File: config.mk
export PLATFORM = sky130hd
export DESIGN_NAME = cache_mem
export DESIGN_NICKNAME = d
export VERILOG_FILES = /design/src/rtl/cache_pkg.sv /design/src/rtl/cache_way_select.sv /design/src/rtl/cache_mem.sv
export SDC_FILE = /design/constraint.sdc
export NUM_CORES = 1
export LEC_CHECK = 0
export CORE_MARGIN = 3
export CORE_UTILIZATION = 45
export DETAILED_ROUTE_END_ITERATION = 8
export PLACE_DENSITY_LB_ADDON = 0.1
export SKIP_LAST_GASP = 1
export SYNTH_ARGS = -nofsm -noshare
export SYNTH_HDL_FRONTEND = slang
export SYNTH_SLANG_ARGS = --single-unit
export TNS_END_PERCENT = 5
File: constraint.sdc
create_clock -name clk -period 11.66 [get_ports clk]
set_clock_uncertainty 0.2 [all_clocks]
set_input_delay 3.498 -clock clk [delete_from_list [all_inputs] [get_ports clk]]
set_output_delay 3.498 -clock clk [all_outputs]
set_load 0.1 [all_outputs]
File: src/rtl/cache_pkg.sv
// cache_pkg
// Shared address-split helpers for the data cache. The controller and the tag/data array
// use the same functions so both sides agree on way/set/tag field widths.
//   way_size(num_ways)                 : bits needed to name a way
//   set_size(num_sets)                 : bits needed to name a set
//   tag_size(addr, num_sets, block)    : tag bits left after set index and block offset
package cache_pkg;

   localparam int unsigned DefAddrSize  = 32;
   localparam int unsigned DefNumSets   = 4;
   localparam int unsigned DefNumWays   = 2;
   localparam int unsigned DefBlockSize = 32;

   function automatic int unsigned way_size(input int unsigned num_ways);
      return $clog2(num_ways);
   endfunction

   function automatic int unsigned set_size(input int unsigned num_sets);
      return $clog2(num_sets);
   endfunction

   // Block offset is counted in bytes: BLOCK_SIZE bits / 8 bits per byte, addressed as
   // BLOCK_SIZE/4 in the cache's address map.
   function automatic int unsigned tag_size(input int unsigned addr_size,
                                            input int unsigned num_sets,
                                            input int unsigned block_size);
      return addr_size - $clog2(num_sets) - $clog2(block_size / 4);
   endfunction

   // One cache line with the default geometry.
   typedef struct packed {
      logic                                                         valid;
      logic [tag_size(DefAddrSize, DefNumSets, DefBlockSize)-1:0]   tag;
      logic [DefBlockSize-1:0]                                      data;
   } line_t;

endpackage

File: src/rtl/cache_way_select.sv
// cache_way_select
// Picks the lowest-index way whose bit in valid_i is 0; if every bit is set, falls back to
// fifo_ptr_i. Used for fill-way selection (valid vector) and, fed with ~hit, as the hit-way
// encoder.
//   valid_i    : per-way flag, 0 marks a candidate
//   fifo_ptr_i : fallback way when no candidate exists
//   way_o      : selected way
module cache_way_select #(
   parameter int unsigned NUM_WAYS = 2,
   parameter int unsigned WaySize  = 1
) (
   input  logic [NUM_WAYS-1:0] valid_i,
   input  logic [WaySize-1:0]  fifo_ptr_i,
   output logic [WaySize-1:0]  way_o
);

   always_comb begin
      way_o = fifo_ptr_i;
      // Walk downward so the lowest free index is the last one assigned.
      for (int i = NUM_WAYS - 1; i >= 0; i--) begin
         if (!valid_i[i]) begin
            way_o = WaySize'(i);
         end
      end
   end

endmodule

File: src/rtl/cache_mem.sv
// cache_mem
// Tag/data/valid storage for a set-associative data cache, with combinational lookup and
// fill-way suggestion (first invalid way, else per-set round-robin pointer).
//   clk          : clock, all state changes on the rising edge
//   rst          : synchronous active-low reset, clears valid bits and round-robin pointers
//   write_way    : way written when write_enable is high
//   set          : set index for lookup and write
//   tag          : lookup tag, also the tag stored on write
//   write_enable : write strobe
//   write_data   : line data to store
//   read_data    : data of lowest-index hitting way, 0 on miss
//   read_valid   : hit indicator
//   populate_way : way the controller should fill for set
module cache_mem
   import cache_pkg::*;
#(
   parameter int unsigned ADDR_SIZE  = 32,
   parameter int unsigned NUM_SETS   = 4,
   parameter int unsigned NUM_WAYS   = 2,
   parameter int unsigned BLOCK_SIZE = 32
) (
   input  logic                                                clk,
   input  logic                                                rst,
   input  logic [way_size(NUM_WAYS)-1:0]                       write_way,
   input  logic [set_size(NUM_SETS)-1:0]                       set,
   input  logic [tag_size(ADDR_SIZE, NUM_SETS, BLOCK_SIZE)-1:0] tag,
   input  logic                                                write_enable,
   input  logic [BLOCK_SIZE-1:0]                               write_data,
   output logic [BLOCK_SIZE-1:0]                               read_data,
   output logic                                                read_valid,
   output logic [way_size(NUM_WAYS)-1:0]                       populate_way
);

   localparam int unsigned WaySize = way_size(NUM_WAYS);
   localparam int unsigned SetSize = set_size(NUM_SETS);
   localparam int unsigned TagSize = tag_size(ADDR_SIZE, NUM_SETS, BLOCK_SIZE);

   logic [NUM_WAYS-1:0]   valid_q    [NUM_SETS];
   logic [NUM_WAYS-1:0]   valid_d    [NUM_SETS];
   logic [WaySize-1:0]    fifo_ptr_q [NUM_SETS];
   logic [WaySize-1:0]    fifo_ptr_d [NUM_SETS];
   logic [TagSize-1:0]    tag_q      [NUM_SETS][NUM_WAYS];
   logic [BLOCK_SIZE-1:0] data_q     [NUM_SETS][NUM_WAYS];

   logic [NUM_WAYS-1:0]   hit;
   logic [WaySize-1:0]    hit_way;

   // Next state for the resettable bookkeeping.
   always_comb begin
      valid_d    = valid_q;
      fifo_ptr_d = fifo_ptr_q;
      if (write_enable) begin
         valid_d[set][write_way] = 1'b1;
         // Pointer only advances when the fill lands on it, so out-of-order fills of free
         // ways do not disturb round-robin order.
         if (write_way == fifo_ptr_q[set]) begin
            fifo_ptr_d[set] = fifo_ptr_q[set] + 1'b1;
         end
      end
   end

   always_ff @(posedge clk) begin
      if (!rst) begin
         for (int s = 0; s < NUM_SETS; s++) begin
            valid_q[s]    <= '0;
            fifo_ptr_q[s] <= '0;
         end
      end else begin
         valid_q    <= valid_d;
         fifo_ptr_q <= fifo_ptr_d;
      end
   end

   // Tag and data need no reset; valid gates their use.
   always_ff @(posedge clk) begin
      if (rst && write_enable) begin
         tag_q[set][write_way]  <= tag;
         data_q[set][write_way] <= write_data;
      end
   end

   always_comb begin
      hit = '0;
      for (int w = 0; w < NUM_WAYS; w++) begin
         hit[w] = valid_q[set][w] && (tag_q[set][w] == tag);
      end
   end

   // Lowest hitting way: the lowest index where ~hit is 0.
   cache_way_select #(
      .NUM_WAYS (NUM_WAYS),
      .WaySize  (WaySize)
   ) u_hit_sel (
      .valid_i    (~hit),
      .fifo_ptr_i ('0),
      .way_o      (hit_way)
   );

   cache_way_select #(
      .NUM_WAYS (NUM_WAYS),
      .WaySize  (WaySize)
   ) u_fill_sel (
      .valid_i    (valid_q[set]),
      .fifo_ptr_i (fifo_ptr_q[set]),
      .way_o      (populate_way)
   );

   assign read_valid = |hit;
   assign read_data  = read_valid ? data_q[set][hit_way] : '0;

endmodule

Word level (Yosys, flattened, before mapping)

Memory sizes are Yosys's and may differ from the RTL's.
Index checks and enable logic that the tools add are counted.

$add $sub $neg: 1
$lt $le $gt $ge: 7
Equality and inequality tests: 3
Mux-type cells: 28
Bitwise gates (word level): 5
Reduce and logical (&&, ||, !) cells: 8

Operators with widths:

| kind                                                     | count |
|---|---|
| 2-to-1 mux 32 bit                                        | 5 |
| 2-to-1 mux 64 bit                                        | 1 |
| equality test 27 bit                                     | 2 |
| 2-to-1 mux 54 bit                                        | 1 |
| demux 32 bit (select 1 bit)                              | 1 |
| demux 27 bit (select 1 bit)                              | 1 |
| 2-to-1 mux 27 bit                                        | 1 |
| 2-to-1 mux 1 bit                                         | 9 |
| OR 8 bit                                                 | 1 |
| logical AND 1 bit                                        | 6 |
| 2-to-1 mux 2 bit                                         | 3 |
| binary-select mux 2 bit (select 2 bit)                   | 1 |
| bitwise mux 4 bit                                        | 1 |
| demux 2 bit (select 2 bit)                               | 1 |
| greater-or-equal comparator 2 bit, second input constant | 2 |
| inverter 1 -> 2 bit                                      | 2 |
| greater-or-equal comparator 3 bit, second input constant | 1 |
| < comparator 3 x 1 -> 1 bit, second input constant       | 1 |
| inverter 2 -> 3 bit                                      | 1 |
| binary-select mux 1 bit (select 2 bit)                   | 1 |
| demux 1 bit (select 2 bit)                               | 1 |
| < comparator 1 x 2 -> 1 bit, second input constant       | 1 |
| < comparator 2 x 1 -> 1 bit, second input constant       | 1 |
| inverter 2 bit                                           | 1 |
| other kinds (6)                                          | 6 |

Register bits after elaboration: 12
RAM bits: 472
Input port bits: 65
Output and inout port bits: 34
Word-level logic and storage cells: 62
Memories: 2

Memory list:

| name   | depth | bits a word | read ports | clocked after memory_dff | write ports | RTL line        | text |
|---|---|---|---|---|---|---|---|
| data_q | 4     | 64          | 1          | 0                        | 1           | cache_mem.sv:43 | `logic [BLOCK_SIZE-1:0] data_q [NUM_SETS][NUM_WAYS];` |
| tag_q  | 4     | 54          | 1          | 0                        | 1           | cache_mem.sv:42 | `logic [TagSize-1:0] tag_q [NUM_SETS][NUM_WAYS];` |

Logic depth before layout (Yosys ltp)

Gate-level depths: netlist of run 1.

Word-level depth: 13
Gate-level depth with buffers: 12
Gate-level depth less buffers: 7

Cells and area by module

Synthesis of run 1 repeated with hierarchy kept, for this count alone.

Cell total of the unflattened synthesis: 907
Area, all modules: 19164.6 µm²

Modules (own cells, without submodules):

| module           | times used | cells each | area each (µm²) | sequential area each (µm²) |
|---|---|---|---|---|
| cache_mem        | 1          | 903        | 19142.1         | 14413.8 |
| cache_way_select | 2          | 2          | 11.3            | 0.0 |

Worst setup path after synthesis of run 1

OpenSTA, ideal clock, no wires.

Kind: input port to output port
Start point: input set[0]
End point: output read_data[22]
Arrival time: 7.020 ns
Data required time: 7.962 ns
Slack: 0.942 ns
Cell stages on the path: 11
Buffers on the path: 4
Path through: buf_6 buf_4 buf_4 mux2i_1 nor2_1 a2111oi_0 a21oi_1 nor4_2 clkbuf_1 nand4_1 mux2i_1

Cells in the longest elaborated chain, start to end: 13
Elaborated cells on any way between the ends: 19
Those cells by class: eq/ne: 2; mux: 9; bitwise: 3; reduce/logical: 3; memory: 2

RTL lines:

| element                                                                           | RTL line         | text |
|---|---|---|
| from (decl)                                                                       | cache_mem.sv:25  | `input logic [set_size(NUM_SETS)-1:0] set,` |
| parallel branches: the longest is 12 deep, another holds memory read (4 x 54 bit) | -                |  |
| 2-to-1 mux 32 bit *                                                               | cache_mem.sv:109 | `assign read_data = read_valid ? data_q[set][hit_way] : '0;` |
| to (decl)                                                                         | cache_mem.sv:29  | `output logic [BLOCK_SIZE-1:0] read_data,` |

Mark *: on every way between the ends. The select of a mux whose other input is x is not followed.

Worst setup path after layout of run 1

Start point: input set[0]
End point: output read_data[16]

The elaborated chain is that of the path after synthesis.

==> impl_metrics.env, run 1 <==
export IMPL_status="finished, final reports clean"
export IMPL_place_detailed_hpwl_microns=21900
export IMPL_slew_headroom_pct=41.4
export IMPL_globalplace_congestion=0.710
export IMPL_cts_buffers_inserted=50
export IMPL_sw_frac_of_total_pct=20.4
export IMPL_via_per_inst=5.61
export IMPL_syn_inst=914
export IMPL_post_synthesis_to_final_layout_area_growth_pct=18.9
export IMPL_cts_htree_levels=2
export IMPL_drt_pass1_iter_count=5
export IMPL_yosysUniqueCellTypes=42
export IMPL_largest_net_degree_at_the_start_of_global_routing=67
export IMPL_yosys_warnings=0
export IMPL_worst_ep_required_time_ns=7.96
export IMPL_holdBufCountCts=0
export IMPL_fmax_mhz=93.3
export IMPL_p_sw_uw=746
export IMPL_first_global_vias=9631
export IMPL_power_share_clock_pct=41.6
export IMPL_num_vias=9103
export IMPL_layout_worst_path_cycle_share_pct=91.9
export IMPL_synth_seq_cells=484
export IMPL_num_nets_final=1110
export IMPL_p_int_mw=2.92
export IMPL_fp_dieH_microns=212
export IMPL_grt_pass1_wl_microns=61300
export IMPL_min_delay_path_class="reg2reg"
export IMPL_design_power_total_mw=3.66
export IMPL_floorplan_die_area_sq_um=44800
export IMPL_static_leakage_power_nw=7.59
export IMPL_arrival_ns=7.01
export IMPL_cts_root_buffer_cell="clkbuf_16"
export IMPL_drtIter0Drc=709
export IMPL_layout_cells_most_common_list="472 x edfxtp_1, 106 x mux4_2, 62 x clkdlybuf4s50_1"
export IMPL_netlist_area_sq_um=19000
export IMPL_clk_pin_slew_worst_paths_ns=0.06
export IMPL_remaining_drc_errors=0
export IMPL_initial_utilization_pct=46.1
export IMPL_cap_violations=0
export IMPL_clock_path_buffers=3
export IMPL_clock_insertion_delay_at_the_later_pin_of_the_skew_report_ns=0.57
export IMPL_period_needed_ns=10.71
export IMPL_slew_violations=0
export IMPL_most_common_cell_after_layout_fill_and_taps_aside="edfxtp_1"
export IMPL_post_route_cells_drive_above_1_share_pct=23.0
export IMPL_cp_end_kind="primary output"
export IMPL_die_w_microns=212
export IMPL_placeableCoreArea_sq_um=41300
export IMPL_place_detailed_instances=1525
export IMPL_drtAntennaViolNets=0
export IMPL_avgSynthCellArea_sq_um=20.8
export IMPL_numClockSinks=484
export IMPL_crit_type="in2out"
export IMPL_fin_ws_ns=0.947
export IMPL_clock_tree_from_tritoncts="built"
export IMPL_std_cell_rows=74
export IMPL_pre_cts_setup_slack_ns=0.806
export IMPL_total_nets_after_synthesis=979
export IMPL_synth_seq_area_share_pct=75.7
export IMPL_portBuffers=98
export IMPL_grt_setup_unrepaired="false"
export IMPL_worst_tran_pin_value_ns=0.878
export IMPL_global_route_usage_total_pct=18.5
export IMPL_crit_fanout=65
export IMPL_vdd_drop_max_mv=0.118
export IMPL_power_density_nw_per_um2=162
export IMPL_ctsResizeCount=0
export IMPL_finish_cell_count_without_fillers=1622
export IMPL_fin_tns_setup_ns=0
export IMPL_leftover_overflow_at_the_end_of_global_routing=0
export IMPL_critical_path_startpoint_type="input pin"
export IMPL_top_level_ports=99
export IMPL_post_cts_setup_buffers=0
export IMPL_setup_viol=0
export IMPL_postRouteWirelength_microns=40300
export IMPL_combPwrFrac_pct=5.1
export IMPL_drt_wirelength_per_cell_microns=24.9
export IMPL_final_hold_violating_endpoints=0
export IMPL_grt_antenna_before_repair=4
export IMPL_seq_power_share_pct=53.3
## synthesized netlist by cell type (all sizes together)
master | n | share of area, %
buf | 33 | 1.1
o211a | 1 | 0.053
inv | 37 | 0.73
a2111o | 1 | 0.059
nand4 | 38 | 1.3
o211ai | 1 | 0.039
nand2b | 2 | 0.066
a211oi | 2 | 0.079
nand3b | 1 | 0.039
o221ai | 2 | 0.092
and2 | 3 | 0.099
a2111oi | 2 | 0.092
xnor2 | 32 | 1.5
dfxtp | 12 | 1.3
o21ai | 8 | 0.21
mux2 | 5 | 0.30
a22oi | 1 | 0.039
o2bb2ai | 1 | 0.046
edfxtp | 472 | 74
a21boi | 1 | 0.039
nor4 | 6 | 0.30
mux4 | 106 | 13
nand2 | 17 | 0.34
clkbuf | 12 | 0.24
mux2i | 60 | 3.2
o22ai | 4 | 0.13
nor3 | 5 | 0.13
a21oi | 7 | 0.18
nand3 | 3 | 0.079
nor2 | 12 | 0.24
xor2 | 15 | 0.69
a31oi | 1 | 0.033
a21o | 8 | 0.32
a221oi | 3 | 0.14
## area by class of cell
type | instances | area, sq um
Fill cell | 3226 | 18700
Antenna cell | 3 | 7.51
Clock inverter | 25 | 155
Multi-Input combinational cell | 348 | 4330
Clock buffer | 69 | 1420
Timing Repair Buffer | 124 | 1520
Sequential cell | 484 | 14400
Tap cell | 532 | 666
Inverter | 37 | 139
## metrics by stage
stage               hold WS, ns  area [sq um]  utilization (%)
floorplan                 0.221         19000                -
global placement          0.230         21100             51.0
detailed placement        0.235         21100             51.0
CTS                       0.249         22600             54.8
global route              0.276         22600             54.8
finish                    0.246         22600             54.8
## registers in the layout (all words and copies together) (netlist names)
name / count
data_q: 256
tag_q: 216
valid_q: 8
fifo_ptr_q: 4
## layer usage
layer	routed length, microns	up-vias	global-route usage (%)
met4	682	4	4.53
met1	17900	4825	26.7
met3	2050	52	4.08
met2	19700	191	29.1
li1	-	4031	-
met5	22	-	0
## power groups by stage
stage	clock, mW	sequential [mW]	combinational (mW)
after global placement	0	1.99	0.190
after detailed placement	0	1.99	0.191
after floorplan	0	1.99	0.111
after CTS	1.56	1.95	0.192
final	1.52	1.95	0.187
after global routing	1.64	1.95	0.204
## final timing paths
check	cells after the start	endpoint	from	slack (ns)
max	10	read_data[16]	set[0]	0.95
min	1	valid_q[4]	valid_q[4]	0.25
max reg2reg	3	fifo_ptr_q[0]	fifo_ptr_q[0]	10.76
min reg2reg	1	valid_q[4]	valid_q[4]	0.25
## worst max-delay path, stage by stage
cell,delay [ns]
buf_8,0.55
buf_4,0.49
mux4_2,0.56
xor2_1,0.16
nor4_1,0.40
buf_4,0.21
nand4_4,0.09
buf_4,0.31
mux2i_1,0.42
buf_12,0.23
## logic make-up after synthesis
kind of cell	after synthesis	synth area share (%)
xor gates and xnor gates	47	2.16
and+or+nand+nor	87	2.56
buffers and inverters	82	2.04
AOI/OAI and AO/OA	43	1.55
DFF	484	75.7
muxes	171	16.0
Note: power is estimated with default switching activity, not from simulation.
==> run 2: changes to the inputs <==
--- a/config.mk
+++ b/config.mk
@@ -5,11 +5,13 @@
 export SDC_FILE = /design/constraint.sdc
 export NUM_CORES = 1
 export LEC_CHECK = 0
+export ABC_CLOCK_PERIOD_IN_PS = 11660
 export CORE_MARGIN = 3
 export CORE_UTILIZATION = 45
 export DETAILED_ROUTE_END_ITERATION = 8
 export PLACE_DENSITY_LB_ADDON = 0.1
 export SKIP_LAST_GASP = 1
+export SLEW_MARGIN = 20
 export SYNTH_ARGS = -nofsm -noshare
 export SYNTH_HDL_FRONTEND = slang
 export SYNTH_SLANG_ARGS = --single-unit
==> results of run 2 <==
Final layout, timing and power as in run 1 (identical DEF).
==> run 3: changes to the inputs <==
--- a/config.mk
+++ b/config.mk
@@ -5,10 +5,12 @@
 export SDC_FILE = /design/constraint.sdc
 export NUM_CORES = 1
 export LEC_CHECK = 0
-export ABC_CLOCK_PERIOD_IN_PS = 11660
+export ABC_CLOCK_PERIOD_IN_PS = 9300
 export CORE_MARGIN = 3
 export CORE_UTILIZATION = 45
+export CTS_CLUSTER_DIAMETER = 200
 export DETAILED_ROUTE_END_ITERATION = 8
+export GPL_ROUTABILITY_DRIVEN = 1
 export PLACE_DENSITY_LB_ADDON = 0.1
 export SKIP_LAST_GASP = 1
 export SLEW_MARGIN = 20
==> constraint.sdc (replaced) <==
create_clock -name clk -period 9.3 [get_ports clk]
set_clock_uncertainty 0.2 [all_clocks]
set_input_delay 2.79 -clock clk [delete_from_list [all_inputs] [get_ports clk]]
set_output_delay 2.79 -clock clk [all_outputs]
set_load 0.1 [all_outputs]
==> run 3 against run 2 <==
Cell area grew 1.2%. Count of clock-buffer cells in the layout down 2. Register-to-register slack worse by 2.4 ns. Worst hold slack barely moved. Via count grew 0.68%. Largest cell class unchanged. Critical endpoint is now read_data[7]. Non-clock buffer count increased by 21. Utilization grew 0.68 points. Routed wire length is essentially flat. Critical path depth grew 1.
==> impl_metrics.env, run 3 (synthesis gave the netlist of run 1 again) <==
export IMPL_status="finished, final reports clean"
export IMPL_critical_path_startpoint_type="input pin"
export IMPL_largest_net_degree_at_the_start_of_global_routing=61
export IMPL_cap_violations=0
export IMPL_via_per_inst=5.58
export IMPL_slew_violations=0
export IMPL_regToRegSetupSlack_ns=8.40
export IMPL_cts_buffers_inserted=51
export IMPL_drtAntennaViolNets=0
export IMPL_crit_type="in2out"
export IMPL_slew_headroom_pct=28.2
export IMPL_crit_slowest_cell="a2111oi_0"
export IMPL_cp_end_kind="primary output"
export IMPL_fin_util_pct=55.5
export IMPL_clock_path_buffers=3
export IMPL_postRouteWirelength_microns=40300
export IMPL_arrival_ns=5.91
export IMPL_first_global_vias=9797
export IMPL_combPwrFrac_pct=5.2
export IMPL_sw_frac_of_total_pct=20.3
export IMPL_grt_antenna_before_repair=2
export IMPL_grt_setup_unrepaired="false"
export IMPL_clock_tree_from_tritoncts="built"
export IMPL_design_power_total_mw=4.68
export IMPL_clk_pin_slew_worst_paths_ns=0.06
export IMPL_p_sw_uw=951
export IMPL_setup_viol=0
export IMPL_critPathMaxStageDelay_ns=0.53
export IMPL_holdBufCountCts=0
export IMPL_layout_worst_path_cycle_share_pct=95.7
export IMPL_worstSetupStartpoint="set[0]"
export IMPL_post_synthesis_to_final_layout_area_growth_pct=20.4
export IMPL_floorplan_die_area_sq_um=44800
export IMPL_fp_dieH_microns=212
export IMPL_portBuffers=98
export IMPL_most_common_cell_after_layout_fill_and_taps_aside="edfxtp_1"
export IMPL_max_flop_register="data_q"
export IMPL_min_delay_path_class="reg2reg"
export IMPL_numClockSinks=484
export IMPL_crit_fanout=51
export IMPL_num_vias=9165
export IMPL_rr_worst_depth=3
export IMPL_cts_root_buffer_cell="clkbuf_16"
export IMPL_power_share_clock_pct=42.5
export IMPL_static_leakage_power_nw=7.74
export IMPL_clock_insertion_delay_at_the_later_pin_of_the_skew_report_ns=0.58
export IMPL_r2r_start="fifo_ptr_q[0]"
export IMPL_destination_of_the_worst_register_to_register_timing_path="fifo_ptr_q[0]"
export IMPL_drt_wirelength_per_cell_microns=24.6
export IMPL_critical_path_top_delay_family="buffers and inverters"
export IMPL_period_needed_ns=8.90
export IMPL_post_route_cells_drive_above_1_share_pct=25.2
export IMPL_reg_largest_list="data_q (256), tag_q (216), valid_q (8)"
export IMPL_worstSetupPathDepth=11
export IMPL_cts_htree_levels=2
export IMPL_drtIter0Drc=651
export IMPL_layout_cells_most_common_list="472 x edfxtp_1, 106 x mux4_2, 62 x clkdlybuf4s50_1"
export IMPL_largest_reg_flops=256
export IMPL_std_cell_rows=74
export IMPL_power_density_nw_per_um2=204
export IMPL_grt_pass1_wl_microns=61600
export IMPL_global_route_usage_total_pct=18.6
export IMPL_initial_utilization_pct=46.1
export IMPL_cp_cell_sequence="buf_12 > buf_4 > mux2i_1 > o22ai_1 > a2111oi_0 > a21oi_1 > nor4_4 > buf_4 > nand4_1 > mux2i_1 > buf_12"
export IMPL_place_detailed_hpwl_microns=22000
export IMPL_timing_critical_path_to="read_data[7]"
export IMPL_globalplace_congestion=0.715
export IMPL_worst_path_buf_inv=4
export IMPL_die_w_microns=212
export IMPL_vdd_drop_max_mv=0.142
export IMPL_worst_tran_pin_value_ns=1.08
export IMPL_placeableCoreArea_sq_um=41300
export IMPL_p_int_mw=3.72
export IMPL_num_nets_final=1132
export IMPL_seq_power_share_pct=52.4
export IMPL_fmax_mhz=112
export IMPL_final_hold_violating_endpoints=0
export IMPL_top_level_ports=99
export IMPL_leftover_overflow_at_the_end_of_global_routing=0
export IMPL_worst_ep_required_time_ns=6.31
export IMPL_remaining_drc_errors=0
export IMPL_drt_pass1_iter_count=4
## run 3: cell types whose count changed in the layout (fill, tap and decap cells not counted), sizes merged
cell,previous run,this run
buf,62,83
inv,37,39
diode,3,1
clkbuf,69,67
clkinv,23,21
bufinv,2,5
## run 3: worst reg2reg max path, stage by stage, from the launching register on
cell and delay (ns):
dfxtp_1 0.31, nand2_1 0.05, o21ai_0 0.08, and2_1 0.16
## run 3: repair_timing
item / CTS / global route
gates resized for setup: 0 / 1
buffers inserted: 0 / 0
setup endpoints to repair: 0 / 5
## run 3: worst min path at each step
| stage | startpoint | end | slack, ns | depth (start not counted) |
|---|---|---|---|---|
| 6_report | valid_q[3] | valid_q[3] | 0.25 | 1 |
| 5_1_grt | valid_q[1] | valid_q[1] | 0.28 | 1 |
| 4_1_cts | valid_q[3] | valid_q[3] | 0.25 | 1 |
| 3_5_place_dp | valid_q[3] | valid_q[3] | 0.24 | 1 |
| 3_3_place_gp | valid_q[3] | valid_q[3] | 0.23 | 1 |
| 2_1_floorplan | valid_q[3] | valid_q[3] | 0.22 | 1 |
## run 3: power by group through the flow
stage | Clock (mW) | Combinational (mW) | Sequential, mW
5_1_grt | 2.13 | 0.263 | 2.45
3_3_place_gp | 0 | 0.245 | 2.49
2_1_floorplan | 0 | 0.139 | 2.49
3_5_place_dp | 0 | 0.246 | 2.49
4_1_cts | 2.04 | 0.247 | 2.45
6_report | 1.99 | 0.241 | 2.45
## run 3: metrics by stage
step / hold slack, ns / instances / TNS, ns / area, sq um / worst slack, ns
CTS: 0.252 / 1641 / 0 / 22900 / 0.273
finish: 0.246 / 1642 / 0 / 22900 / 0.400
global route: 0.277 / 1641 / 0 / 22900 / 0.0960
floorplan: 0.221 / 914 / -0.0164 / 19000 / -0.00206
global placement: 0.229 / 1546 / 0 / 21300 / 0.325
detailed placement: 0.237 / 1546 / 0 / 21300 / 0.300
## run 3: layout make-up
class / count / area [sq um]
Multi-Input combinational cell: 348 / 4330
Clock inverter: 28 / 274
Fill cell: 3191 / 18400
Clock buffer: 67 / 1370
Inverter: 37 / 139
Tap cell: 532 / 666
Antenna cell: 1 / 2.50
Sequential cell: 484 / 14400
Timing Repair Buffer: 145 / 1730
## run 3: metal layers
layer	global-route usage, %	part of all wire (%)	vias to the layer above
met5	0	0.067	-
met4	4.00	1.5	4
met3	4.12	4.9	50
met2	30.3	49	178
met1	26.1	45	4871
li1	-	-	4062
==> RTL edit: new RTL, settings of run 3 <==
Set the parameter `NUM_SETS` to 8 (it was 4).
--- a/src/rtl/cache_mem.sv
+++ b/src/rtl/cache_mem.sv
@@ -17,3 +17,3 @@
    parameter int unsigned ADDR_SIZE  = 32,
-   parameter int unsigned NUM_SETS   = 4,
+   parameter int unsigned NUM_SETS   = 8,
    parameter int unsigned NUM_WAYS   = 2,
Interface: changed (resized set and tag); port bits go from 99 to 99. No check against the original RTL was run, so the function may have changed too.
==> RTL edit against run 3 <==
  * Largest cell class unchanged
  * Global-route usage rose by 4.5 points
  * Critical path depth rose by 1
  * Fmax fell by 3.8%
  * Largest power group unchanged
  * Area after synthesis rose by 94%
  * Via count rose by 120%
  * Setup slack got worse by 0.35 ns
  * Cell count rose by 110%
  * Sequential cell count rose by 468
  * Die area rose by 91%
  * Cell area rose by 91%
  * Routed wire length rose by 140%
  * Sequential power rose by 95%
  * Total power rose by 96%
==> RTL edit: results (changes against run 3) <==
met3 usage 3.404% (-0.72 points); crit-path max FO 28 (-45%); synthesized flop and latch total 952 (+97%); Post-Route WL 98460 um (+140%); Inverters, non-clock 7 (-81%); sequential element share of the synthesized area 76.65% (+0.95 points); area of the core 0.08094 mm^2 (+96%); drt wl/cell 29.24 um (+19%); status completed; Peak supply drop 180.8 uV (+28%); Critical Path AT 6.26 ns (+0.35 ns); crit-path max cell delay 0.80 ns (+0.27 ns); met1 Track Usage GR 31.65% (+5.6 points); all-layer global routing usage 23.08% (+4.5 points); vias in the first global route 20620 (+110%); Layout Utilization 54.22% (-1.3 points); #MultiIn Comb 926 (+170%); first-pass iteration count of the detailed router 5 (+1); NonClk Buf Share 6.272% (-1.3 points); delay-heaviest family, CP simple AND/OR/NAND/NOR gates; pin count of the biggest net entering global routing 48 (-21%); Mapped Cells 2008 (+120%); antenna cells 2 (+1); clk tree area frac 7.267% (+0.11 points); area of the multi-input gates 0.008238 mm^2 (+90%); multiplexer area fraction after synthesis 10.99% (-5.0 points); compound-gate portion of the synthesized area 5.965% (+4.4 points); Seq/total area 64.59% (+1.7 points); placed insts 3187 (+110%); antenna violations before repair 3 (+1); worst-case reg-to-reg path depth 6 (+3); RePlAce Congestion 0.7700 (+7.7%); Lkg Pwr 0.01420 uW (+83%); XOR/XNOR Fraction of Synth Area 0.5921% (-1.6 points); Skew-Pair Late Insertion Delay 0.65 ns (+0.07 ns); slew margin rel. 31.90% (+3.7 points); met2 routed WL 49530 um (+150%); Layout fillers 6413 (+100%); EDFF count, synth 928 (+97%); first-pass GRT wire length 143000 um (+130%); DRT iter0 DRCs 1856 (+190%); Cell variety after synth 62 (+48%); placed wire-length estimate 56760 um (+160%); final net count 2291 (+100%); total CTS buffers 97 (+90%); top post-synthesis cells by count edfxtp_1 (928), o22ai_1 (151), mux2_2 (96), mux2i_1 (96), nor2_1 (96); clock buffer count 113 (+69%); Largest regs data_q: 512 flops, tag_q: 416 flops, valid_q: 16 flops; Vias per Instance 5.922 (+6.1%); cells taking the most area after synthesis edfxtp_1 (75%), mux4_2 (5.3%), mux2_2 (2.9%), mux2i_1 (2.6%), o22ai_1 (2.6%); wl on met1 42070 um (+130%)
## RTL edit: cell types whose count changed in the layout (fill, tap and decap cells not counted), moves of 22 or more
cell	run 3	this run
buf_12	39	61
buf_4	44	117
clkbuf_16	52	98
edfxtp_1	472	928
inv_1	37	7
mux2_2	4	96
mux2i_2	1	30
nand2_1	17	53
nor2_1	6	80
o21ai_0	7	51
o221ai_1	2	38
o22ai_1	4	151
or3_1	0	23
## RTL edit: worst paths after layout
path | from | endpoint | slack, ns
setup / recovery | set[1] | read_data[1] | 0.05
hold / removal | valid_q[0] | valid_q[0] | 0.25
setup reg to reg | fifo_ptr_q[7] | fifo_ptr_q[2] | 7.24
hold reg to reg | valid_q[0] | valid_q[0] | 0.25
## RTL edit: power breakdown
group	internal, uW	switching (uW)
clock	2310	1600
combinational	192	312
sequential	4760	12.0
## RTL edit: repair_timing
item                                    CTS  global route
endpoints found under the setup margin    4             9
resized for setup                         2             3
hold buffers                              0             0
